===== src/rtl/pc_flag_unit_pkg.sv =====
// Shared definitions for the program-counter / condition-flag stage.
//   cond_t     : branch condition encoding driven by the decoder
//   pc_state_t : sequencer states
//   PW_DEFAULT : default program-counter width (2**PW instruction words)
//   CW_DEFAULT : default cycle-counter width
//   OFFSET_W   : width of the signed relative branch offset
package pc_flag_unit_pkg;

    localparam int PW_DEFAULT = 10;
    localparam int CW_DEFAULT = 16;
    localparam int OFFSET_W   = 8;

    typedef enum logic [1:0] {
        COND_ALWAYS = 2'b00,
        COND_EQ     = 2'b01,   // taken when Z
        COND_NE     = 2'b10,   // taken when !Z
        COND_LT     = 2'b11    // taken when N
    } cond_t;

    typedef enum logic [1:0] {
        IDLE = 2'b00,
        RUN  = 2'b01,
        HALT = 2'b10
    } pc_state_t;

endpackage


===== src/rtl/pc_flag_unit_if.sv =====
// Bus between the decoder/ALU/harness side and the PC/flag stage.
//   master : decoder/harness side, drives control + ALU flags, reads PC/status
//   slave  : pc_flag_unit side
// Signals:
//   start, stall, flag_we, zero_in, neg_in, branch, cond, br_rel, offset,
//   abs_target, halt_req                       (master -> slave)
//   prog_ctr, zero_flag, neg_flag, branch_taken, done, cycle_ct (slave -> master)
interface pc_flag_unit_if
    import pc_flag_unit_pkg::*;
#(
    parameter int PW = PW_DEFAULT,
    parameter int CW = CW_DEFAULT
);

    logic                start;
    logic                stall;
    logic                flag_we;
    logic                zero_in;
    logic                neg_in;
    logic                branch;
    cond_t               cond;
    logic                br_rel;
    logic [OFFSET_W-1:0] offset;
    logic [PW-1:0]       abs_target;
    logic                halt_req;

    logic [PW-1:0]       prog_ctr;
    logic                zero_flag;
    logic                neg_flag;
    logic                branch_taken;
    logic                done;
    logic [CW-1:0]       cycle_ct;

    modport master (
        output start, stall, flag_we, zero_in, neg_in, branch, cond,
               br_rel, offset, abs_target, halt_req,
        input  prog_ctr, zero_flag, neg_flag, branch_taken, done, cycle_ct
    );

    modport slave (
        input  start, stall, flag_we, zero_in, neg_in, branch, cond,
               br_rel, offset, abs_target, halt_req,
        output prog_ctr, zero_flag, neg_flag, branch_taken, done, cycle_ct
    );

endinterface


===== src/rtl/pc_flag_unit_branch_cond_eval.sv =====
// Combinational branch-condition evaluator.
//   cond : condition code (ALWAYS/EQ/NE/LT)
//   z    : zero flag to test
//   n    : negative flag to test
//   take : condition satisfied
// Kept stand-alone so the decoder's assertions can reuse the same decode.
module branch_cond_eval
    import pc_flag_unit_pkg::*;
(
    input  cond_t cond,
    input  logic  z,
    input  logic  n,
    output logic  take
);

    always_comb begin
        // NOTE: default first so every path assigns take; no latch is inferred.
        take = 1'b0;
        unique case (cond)
            COND_ALWAYS: take = 1'b1;
            COND_EQ:     take = z;
            COND_NE:     take = !z;
            COND_LT:     take = n;
            default:     take = 1'b0;
        endcase
    end

endmodule


===== src/rtl/pc_flag_unit.sv =====
// Program-counter and condition-flag stage downstream of the ALU.
// Ports:
//   clk   : clock, all state updates on the rising edge
//   rst_n : asynchronous active-low reset
//   bus   : pc_flag_unit_if.slave (control in, PC/flags/status out)
// Behaviour: IDLE -> RUN on start, RUN -> HALT on an unstalled halt_req,
// HALT -> RUN on start (clearing PC, flags and cycle count). In RUN the PC
// advances by one or to a resolved branch target; branches always test the
// registered flags, so a flag-setting branch sees the previous flags.
module pc_flag_unit
    import pc_flag_unit_pkg::*;
#(
    parameter int PW = PW_DEFAULT,
    parameter int CW = CW_DEFAULT
) (
    input  logic           clk,
    input  logic           rst_n,
    pc_flag_unit_if.slave  bus
);

    pc_state_t      state_q, state_d;
    logic [PW-1:0]  pc_q,    pc_d;
    logic           zero_q,  zero_d;
    logic           neg_q,   neg_d;
    logic [CW-1:0]  cyc_q,   cyc_d;
    logic           done_q,  done_d;

    logic           cond_ok;
    logic           taken;
    logic [PW-1:0]  target;
    logic [PW-1:0]  pc_inc;
    logic           active;   // RUN and not stalled

    branch_cond_eval u_cond (
        .cond (bus.cond),
        .z    (zero_q),
        .n    (neg_q),
        .take (cond_ok)
    );

    always_comb begin
        active = (state_q == RUN) && !bus.stall;
        taken  = bus.branch && active && cond_ok;
        pc_inc = pc_q + PW'(1);
        // Signed cast sign-extends the offset; the PW-bit sum wraps modulo 2**PW.
        target = bus.br_rel ? (pc_q + PW'(signed'(bus.offset))) : bus.abs_target;

        state_d = state_q;
        pc_d    = pc_q;
        zero_d  = zero_q;
        neg_d   = neg_q;
        cyc_d   = cyc_q;

        unique case (state_q)
            IDLE, HALT: begin
                if (bus.start) begin
                    state_d = RUN;
                    pc_d    = '0;
                    zero_d  = 1'b0;
                    neg_d   = 1'b0;
                    cyc_d   = '0;
                end
            end
            RUN: begin
                if (active) begin
                    cyc_d = (cyc_q == '1) ? cyc_q : cyc_q + CW'(1);
                    if (bus.flag_we) begin
                        zero_d = bus.zero_in;
                        neg_d  = bus.neg_in;
                    end
                    // Halt takes priority over a branch in the same cycle.
                    if (bus.halt_req) begin
                        state_d = HALT;
                    end else begin
                        pc_d = taken ? target : pc_inc;
                    end
                end
            end
            default: state_d = IDLE;
        endcase

        done_d = (state_d == HALT);
    end

    // NOTE: async reset clears every flop; state must not survive a reset mid-RUN.
    always_ff @(posedge clk or negedge rst_n) begin
        if (!rst_n) begin
            state_q <= IDLE;
            pc_q    <= '0;
            zero_q  <= 1'b0;
            neg_q   <= 1'b0;
            cyc_q   <= '0;
            done_q  <= 1'b0;
        end else begin
            // NOTE: non-blocking so all flops sample pre-edge values together.
            state_q <= state_d;
            pc_q    <= pc_d;
            zero_q  <= zero_d;
            neg_q   <= neg_d;
            cyc_q   <= cyc_d;
            done_q  <= done_d;
        end
    end

    assign bus.prog_ctr     = pc_q;
    assign bus.zero_flag    = zero_q;
    assign bus.neg_flag     = neg_q;
    assign bus.branch_taken = taken;
    assign bus.done         = done_q;
    assign bus.cycle_ct     = cyc_q;

endmodule

===== src/flat_wrapper.sv =====
// flat-port wrapper written by rule: the top's interface ports become plain ports
module pc_flag_unit_flat import pc_flag_unit_pkg::*;
#(
    parameter int PW = PW_DEFAULT,
    parameter int CW = CW_DEFAULT
)
  (clk, rst_n, bus_start, bus_stall, bus_flag_we, bus_zero_in, bus_neg_in, bus_branch, bus_cond, bus_br_rel, bus_offset, bus_abs_target, bus_halt_req, bus_prog_ctr, bus_zero_flag, bus_neg_flag, bus_branch_taken, bus_done, bus_cycle_ct);
  pc_flag_unit_if #(.PW(PW), .CW(CW)) bus_i ();
  input  logic clk;
  input  logic rst_n;
  input wire logic [$bits(bus_i.start)-1:0] bus_start;
  input wire logic [$bits(bus_i.stall)-1:0] bus_stall;
  input wire logic [$bits(bus_i.flag_we)-1:0] bus_flag_we;
  input wire logic [$bits(bus_i.zero_in)-1:0] bus_zero_in;
  input wire logic [$bits(bus_i.neg_in)-1:0] bus_neg_in;
  input wire logic [$bits(bus_i.branch)-1:0] bus_branch;
  input wire logic [$bits(bus_i.cond)-1:0] bus_cond;
  input wire logic [$bits(bus_i.br_rel)-1:0] bus_br_rel;
  input wire logic [$bits(bus_i.offset)-1:0] bus_offset;
  input wire logic [$bits(bus_i.abs_target)-1:0] bus_abs_target;
  input wire logic [$bits(bus_i.halt_req)-1:0] bus_halt_req;
  output wire logic [$bits(bus_i.prog_ctr)-1:0] bus_prog_ctr;
  output wire logic [$bits(bus_i.zero_flag)-1:0] bus_zero_flag;
  output wire logic [$bits(bus_i.neg_flag)-1:0] bus_neg_flag;
  output wire logic [$bits(bus_i.branch_taken)-1:0] bus_branch_taken;
  output wire logic [$bits(bus_i.done)-1:0] bus_done;
  output wire logic [$bits(bus_i.cycle_ct)-1:0] bus_cycle_ct;
  assign bus_i.start = bus_start;
  assign bus_i.stall = bus_stall;
  assign bus_i.flag_we = bus_flag_we;
  assign bus_i.zero_in = bus_zero_in;
  assign bus_i.neg_in = bus_neg_in;
  assign bus_i.branch = bus_branch;
  assign bus_i.cond = bus_cond;
  assign bus_i.br_rel = bus_br_rel;
  assign bus_i.offset = bus_offset;
  assign bus_i.abs_target = bus_abs_target;
  assign bus_i.halt_req = bus_halt_req;
  assign bus_prog_ctr = bus_i.prog_ctr;
  assign bus_zero_flag = bus_i.zero_flag;
  assign bus_neg_flag = bus_i.neg_flag;
  assign bus_branch_taken = bus_i.branch_taken;
  assign bus_done = bus_i.done;
  assign bus_cycle_ct = bus_i.cycle_ct;
  pc_flag_unit #(.PW(PW), .CW(CW)) u_core (.clk(clk), .rst_n(rst_n), .bus(bus_i));
endmodule

===== config.mk =====
export PLATFORM = sky130hd
export DESIGN_NAME = pc_flag_unit_flat
export DESIGN_NICKNAME = d
export VERILOG_FILES = /design/src/rtl/pc_flag_unit_pkg.sv /design/src/rtl/pc_flag_unit_if.sv /design/src/rtl/pc_flag_unit_branch_cond_eval.sv /design/src/rtl/pc_flag_unit.sv /design/src/flat_wrapper.sv
export SDC_FILE = /design/constraint.sdc
export NUM_CORES = 1
export LEC_CHECK = 0
export ABC_AREA = 1
export CAP_MARGIN = 20
export CORE_ASPECT_RATIO = 1.2
export CORE_UTILIZATION = 51
export DETAILED_ROUTE_END_ITERATION = 10
export PLACE_DENSITY = 0.82
export SLEW_MARGIN = 0
export SYNTH_ARGS = -nofsm -noshare
export SYNTH_HDL_FRONTEND = slang
export SYNTH_SLANG_ARGS = --single-unit

===== constraint.sdc =====
create_clock -name clk -period 2 [get_ports clk]
set_input_delay 0.4 -clock clk [delete_from_list [all_inputs] [get_ports clk]]
set_output_delay 0.4 -clock clk [all_outputs]
set_load 0.05 [all_outputs]

; ---- Word level (Yosys, flattened, before mapping)
; Index checks and enable logic that the tools add are counted.
[word_totals]
ff_bits = 31
in_bits = 30
out_inout_bits = 30
word_cells = 55
[op_classes]
reduce_logical = 12
muxes = 22
addsub = 3
eq_ne = 12
[op_table]
columns = operator, n
row1 = $mux 10, 5
row2 = $mux 16, 3
row3 = $pmux 16 s2, 1
row4 = $pmux 10 s2, 1
row5 = $add 16x1->16 const B, 1
row6 = $eq 16x16->1 const B, 1
row7 = $reduce_and 4->1, 3
row8 = $add 10x1->10 const B, 1
row9 = $add 10x10->10, 1
row10 = $eq 2x2->1 const B, 4
row11 = $ne 2x2->1 const B, 4
row12 = $mux 2, 3
row13 = $mux 1, 5
row14 = $eq 2x1->1 const B, 2
row15 = $logic_not 2->1, 2
row16 = $pmux 1 s2, 2
row17 = $pmux 1 s4, 1
row18 = $pmux 2 s2, 1
row19 = $logic_and 1x1->1, 3
row20 = $logic_not 1->1, 2
row21 = $ne 2x1->1 const B, 1
row22 = $reduce_bool 2->1, 1
row23 = $reduce_or 2->1, 1

; ---- Depth between registers and ports, before layout
[depth]
word_depth = 8
ltp_mapped = 13
mapped_depth_nobuf = 13

; ---- Modules after synthesis
; A second synthesis with hierarchy kept.
[unflattened]
cells_unflattened = 378
hier_area_um2 = 2612.5
[modules_own_cells]
columns = mod, n_inst, cells_each, area_per_inst_um2, seq_area_each_um2
row1 = pc_flag_unit, 1, 371, 2583.7, 775.7
row2 = branch_cond_eval, 1, 7, 28.8, 0.0

; ---- Worst setup path before layout
; Ideal clock, no wire load.
[synth_path]
path_type = register to register
start = register u_core.pc_q[0] (netlist: u_core.bus.prog_ctr[0])
end = register u_core.pc_q[8] (netlist: u_core.bus.prog_ctr[8])
path_buffers = 0
setup_ps = 118
t_required_ps = 1882
slack_ps = -96
period_less_slack_ps = 2096
arrival_time_ps = 1978
stages_incl_launch_ff = 14
cell_sequence = dfrtp_1 ha_1 inv_1 fa_1 inv_1 nand3_1 nand3_1 nand2_1 nand2_1 nand2_1 nand3_1 nand2_1 nand2_1 nand2_1
[synth_via]
elab_chain_len = 6
word_cells_on_any_way = 7
cone_classes = add/sub (2) / mux (5)
[synth_rtl]
columns = item, line
row1 = start: declaration, pc_flag_unit.sv:22  ; logic [PW-1:0] pc_q, pc_d;
row2 = start signal: assignment, pc_flag_unit.sv:97  ; pc_q <= pc_d;
row3 = $add 10x10->10, pc_flag_unit.sv:46  ; target = bus.br_rel ? (pc_q + PW'(signed'(bus.offset))) : bus.abs_target;
row4 = $mux 10, pc_flag_unit.sv:46
row5 = $mux 10 (*), pc_flag_unit.sv:75  ; pc_d = taken ? target : pc_inc;
row6 = $mux 10 (*), pc_flag_unit.sv:72  ; if (bus.halt_req) begin
row7 = $mux 10 (*), pc_flag_unit.sv:65  ; if (active) begin
row8 = $pmux 10 s2 (*), pc_flag_unit.sv:54  ; unique case (state_q)
; Every way passes the cells marked *; elsewhere a longest branch is shown, timed or not. The select of a mux whose other input is x is not followed.
; A chain may end at the register's enable or synchronous reset.

; ---- Worst setup path in the final report
[layout_path]
start = register u_core.cyc_q[2] (netlist: u_core.bus.cycle_ct[2])
end = output bus_cycle_ct[2]
[layout_rtl]
columns = item, line
row1 = start: declaration, pc_flag_unit.sv:25  ; logic [CW-1:0] cyc_q, cyc_d;
row2 = start signal: assignment, pc_flag_unit.sv:100  ; cyc_q <= cyc_d;
row3 = end: declaration, flat_wrapper.sv:27  ; output wire logic [$bits(bus_i.cycle_ct)-1:0] bus_cycle_ct;
; No word-level cell between the ends.

==> impl_metrics.json <==
{
  "status": "finished clean",
  "cts_setup_buffers": 0,
  "grt_max_degree": 32,
  "finalSetupViolCount": 0,
  "ctsRootBufferMaster": "clkbuf_8",
  "startpoint_type": "flop",
  "hold_path_class": "flop to flop",
  "place_area_um2": 3340,
  "area_delta_synth_final_pct": 33.1,
  "cpMaxStageDelayCell": "clkdlybuf4s50_1",
  "cp.required_ns": 1.60,
  "worst_ep_arrival_time_ns": 1.56,
  "syn_nets": 418,
  "htreeDepth": 2,
  "hold_violations": 0,
  "path_buf_inv": 1,
  "die_h_um": 80.1,
  "hpwl_mm": 5.39,
  "rsz0062_at_grt": "yes",
  "cts.clk_slew.worst_paths_ns": 0.06,
  "grt_pass1_vias": 2731,
  "finalSetupTns_ns": 0,
  "cts_max_path_buffers": 2,
  "critPathTopFamily": "buffers and inverters",
  "antenna_found_initial": 0,
  "seq_area_frac_synth": 0.299,
  "fmax_ghz": 0.510,
  "grtUsageTotal": 0.287,
  "slew_headroom": 0.663,
  "cp-end-kind": "output port",
  "gp_congestion": 0.884,
  "fin_skew_ns": 0.0121,
  "antennaDiodeCount": 0,
  "slowest_delay_ns": 0.83,
  "period_needed_ns": 1.96,
  "path_class": "flop to output port",
  "vias_per_cell": 5.34,
  "final_common_cell": "nand2_1",
  "synthCells": 376,
  "period_share": 0.980,
  "synth_seq_cells": 31,
  "layout.nets": 499,
  "core-area_um2": 4900,
  "drive_above_1_share": 0.177,
  "cts.sinks": 31,
  "num_vias": 2767,
  "p_leak_nw": 1.68,
  "yosys_warnings": 0,
  "std_cell_rows": 28,
  "clk_latency_ns": 0.30,
  "cts_tree": "yes",
  "final_cell_mix": "nand2_1, clkdlybuf4s50_1, inv_1, nand3_1, buf_4",
  "ios": 60,
  "synth.distinct_cells": 35,
  "syn_area_um2": 2590,
  "place.port_buffers": 59,
  "drt_pre_antenna_iters": 4,
  "finalMaxSlewViolations": 0,
  "cellPowerDensity_nw_per_um2": 1050,
  "antenna_left": 0,
  "die_x_um": 67.1,
  "dp.cells": 510,
  "drc": 0,
  "dieArea_um2": 5370,
  "grt_pass1_wl_mm": 11.6,
  "fin_ws_ns": 0.0401,
  "gr-total-overflow": 0,
  "preCtsSetupSlack_ns": -0.287,
  "tightestPinTransition_ns": 0.504,
  "fin_area_um2": 3450,
  "cap_violations": 0,
  "drt_iter0_markers": 137,
  "finalNonFillerCells": 518,
  "path_cells": "clkdlybuf4s50_1",
  "ir_drop_mv": 0.591,
  "cp_max_fo": 6,
  "wirelength_mm": 6.99,
  "cts_buffers": 5,
  "avgSynthCellArea_um2": 6.89,
  "routedWlPerCell_um": 13.5,
  "initial_utilization": 0.528
}
==> synth_stat cells, drive strengths merged <==
library cell / instances / area [µm²]
nand2: 111 / 432
inv: 48 / 185
nand3: 40 / 200
nor2: 36 / 166
dfrtp: 31 / 776
o21ai: 30 / 191
a21oi: 17 / 85.1
nand4: 12 / 75.1
ha: 11 / 138
nor3: 8 / 62.6
xor2: 8 / 70.1
buf: 4 / 45.0
xnor2: 4 / 35.0
o211ai: 3 / 22.5
clkbuf: 2 / 7.51
clkinv: 2 / 8.75
nand3b: 2 / 15.0
or2: 2 / 12.5
a31o: 1 / 8.76
a31oi: 1 / 21.3
and3: 1 / 6.26
fa: 1 / 20.0
o21bai: 1 / 7.51
==> report_power, final <==
group / switching (mW) / internal, mW
registers: 0.155 / 0.758
logic: 1.39 / 0.768
clock network: 0.247 / 0.314
==> per-layer routing <==
| layer | vias to the layer above | routed length (µm) | track usage |
|---|---|---|---|
| met3 | 17 | 336 | 0.0483 |
| met4 | 0 | 176 | 0.132 |
| met1 | 1266 | 2910 | 0.316 |
| li1 | 1397 | - | - |
| met2 | 87 | 3560 | 0.519 |
| met5 | - | 0 | 0 |
==> registers in the layout, indices dropped and copies added, names as in the netlist <==
name	count
u_core.bus.cycle_ct	16
u_core.bus.prog_ctr	10
u_core.state_q	2
u_core.bus.done	1
u_core.bus.neg_flag	1
u_core.bus.zero_flag	1
==> final timing paths <==
path	start	end	slack (ns)	depth (start not counted)
worst max-delay path	u_core.bus.cycle_ct[2]$_DFFE_PN0P_	bus_cycle_ct[2]	0.04	1
min in group asynchronous	rst_n	u_core.bus.cycle_ct[8]$_DFFE_PN0P_	0.51	2
worst max register to register	u_core.bus.prog_ctr[1]$_DFFE_PN0P_	u_core.bus.prog_ctr[8]$_DFFE_PN0P_	0.23	12
worst min register to register	u_core.state_q[0]$_DFF_PN0_	u_core.state_q[1]$_DFF_PN0_	0.49	1
worst min-delay path	u_core.state_q[0]$_DFF_PN0_	u_core.state_q[1]$_DFF_PN0_	0.49	1
max in group asynchronous	rst_n	u_core.bus.prog_ctr[0]$_DFFE_PN0P_	1.17	2
==> repair_timing <==
item,4_1_cts,5_1_grt
resized for setup,0,6
endpoints found under the setup margin,0,4
hold buffers,0,0
==> metrics by stage <==
stage	total power [mW]	utilization	hold WS [ns]
after floorplan	2.39	-	0.104
after global placement	3.02	0.680	0.477
after detailed placement	3.07	0.680	0.485
after CTS	3.64	0.701	0.493
after global routing	3.90	0.703	0.506
final	3.63	0.703	0.494
==> cell families (layout without fill, tap and decap cells) <==
kind of cell	after synthesis	after routing	share of synthesized area
AO/OA/AOI/OAI	53	53	0.130
XOR/XNOR	12	12	0.0406
adder cells (fa/ha/maj)	12	12	0.0608
buffers and inverters	56	138	0.0951
flip-flops	31	31	0.299
AND/OR/NAND/NOR	212	212	0.374
==> worst register-to-register path: cells and delay by family (launching register included) <==
kind | cells | cell delay (ns)
adder cells (fa/ha/maj) | 1 | 0.42
AND/OR/NAND/NOR | 9 | 0.56
buffers and inverters | 2 | 0.22
flip-flops | 1 | 0.46
==> final cells by class <==
type | count | area [µm²]
Clock buffer | 8 | 100
Fill cell | 429 | 1460
Inverter | 50 | 194
Multi-Input combinational cell | 289 | 1580
Sequential cell | 31 | 777
Tap cell | 60 | 75.1
Timing Repair Buffer | 80 | 723
(Power assumes the default switching activity.)
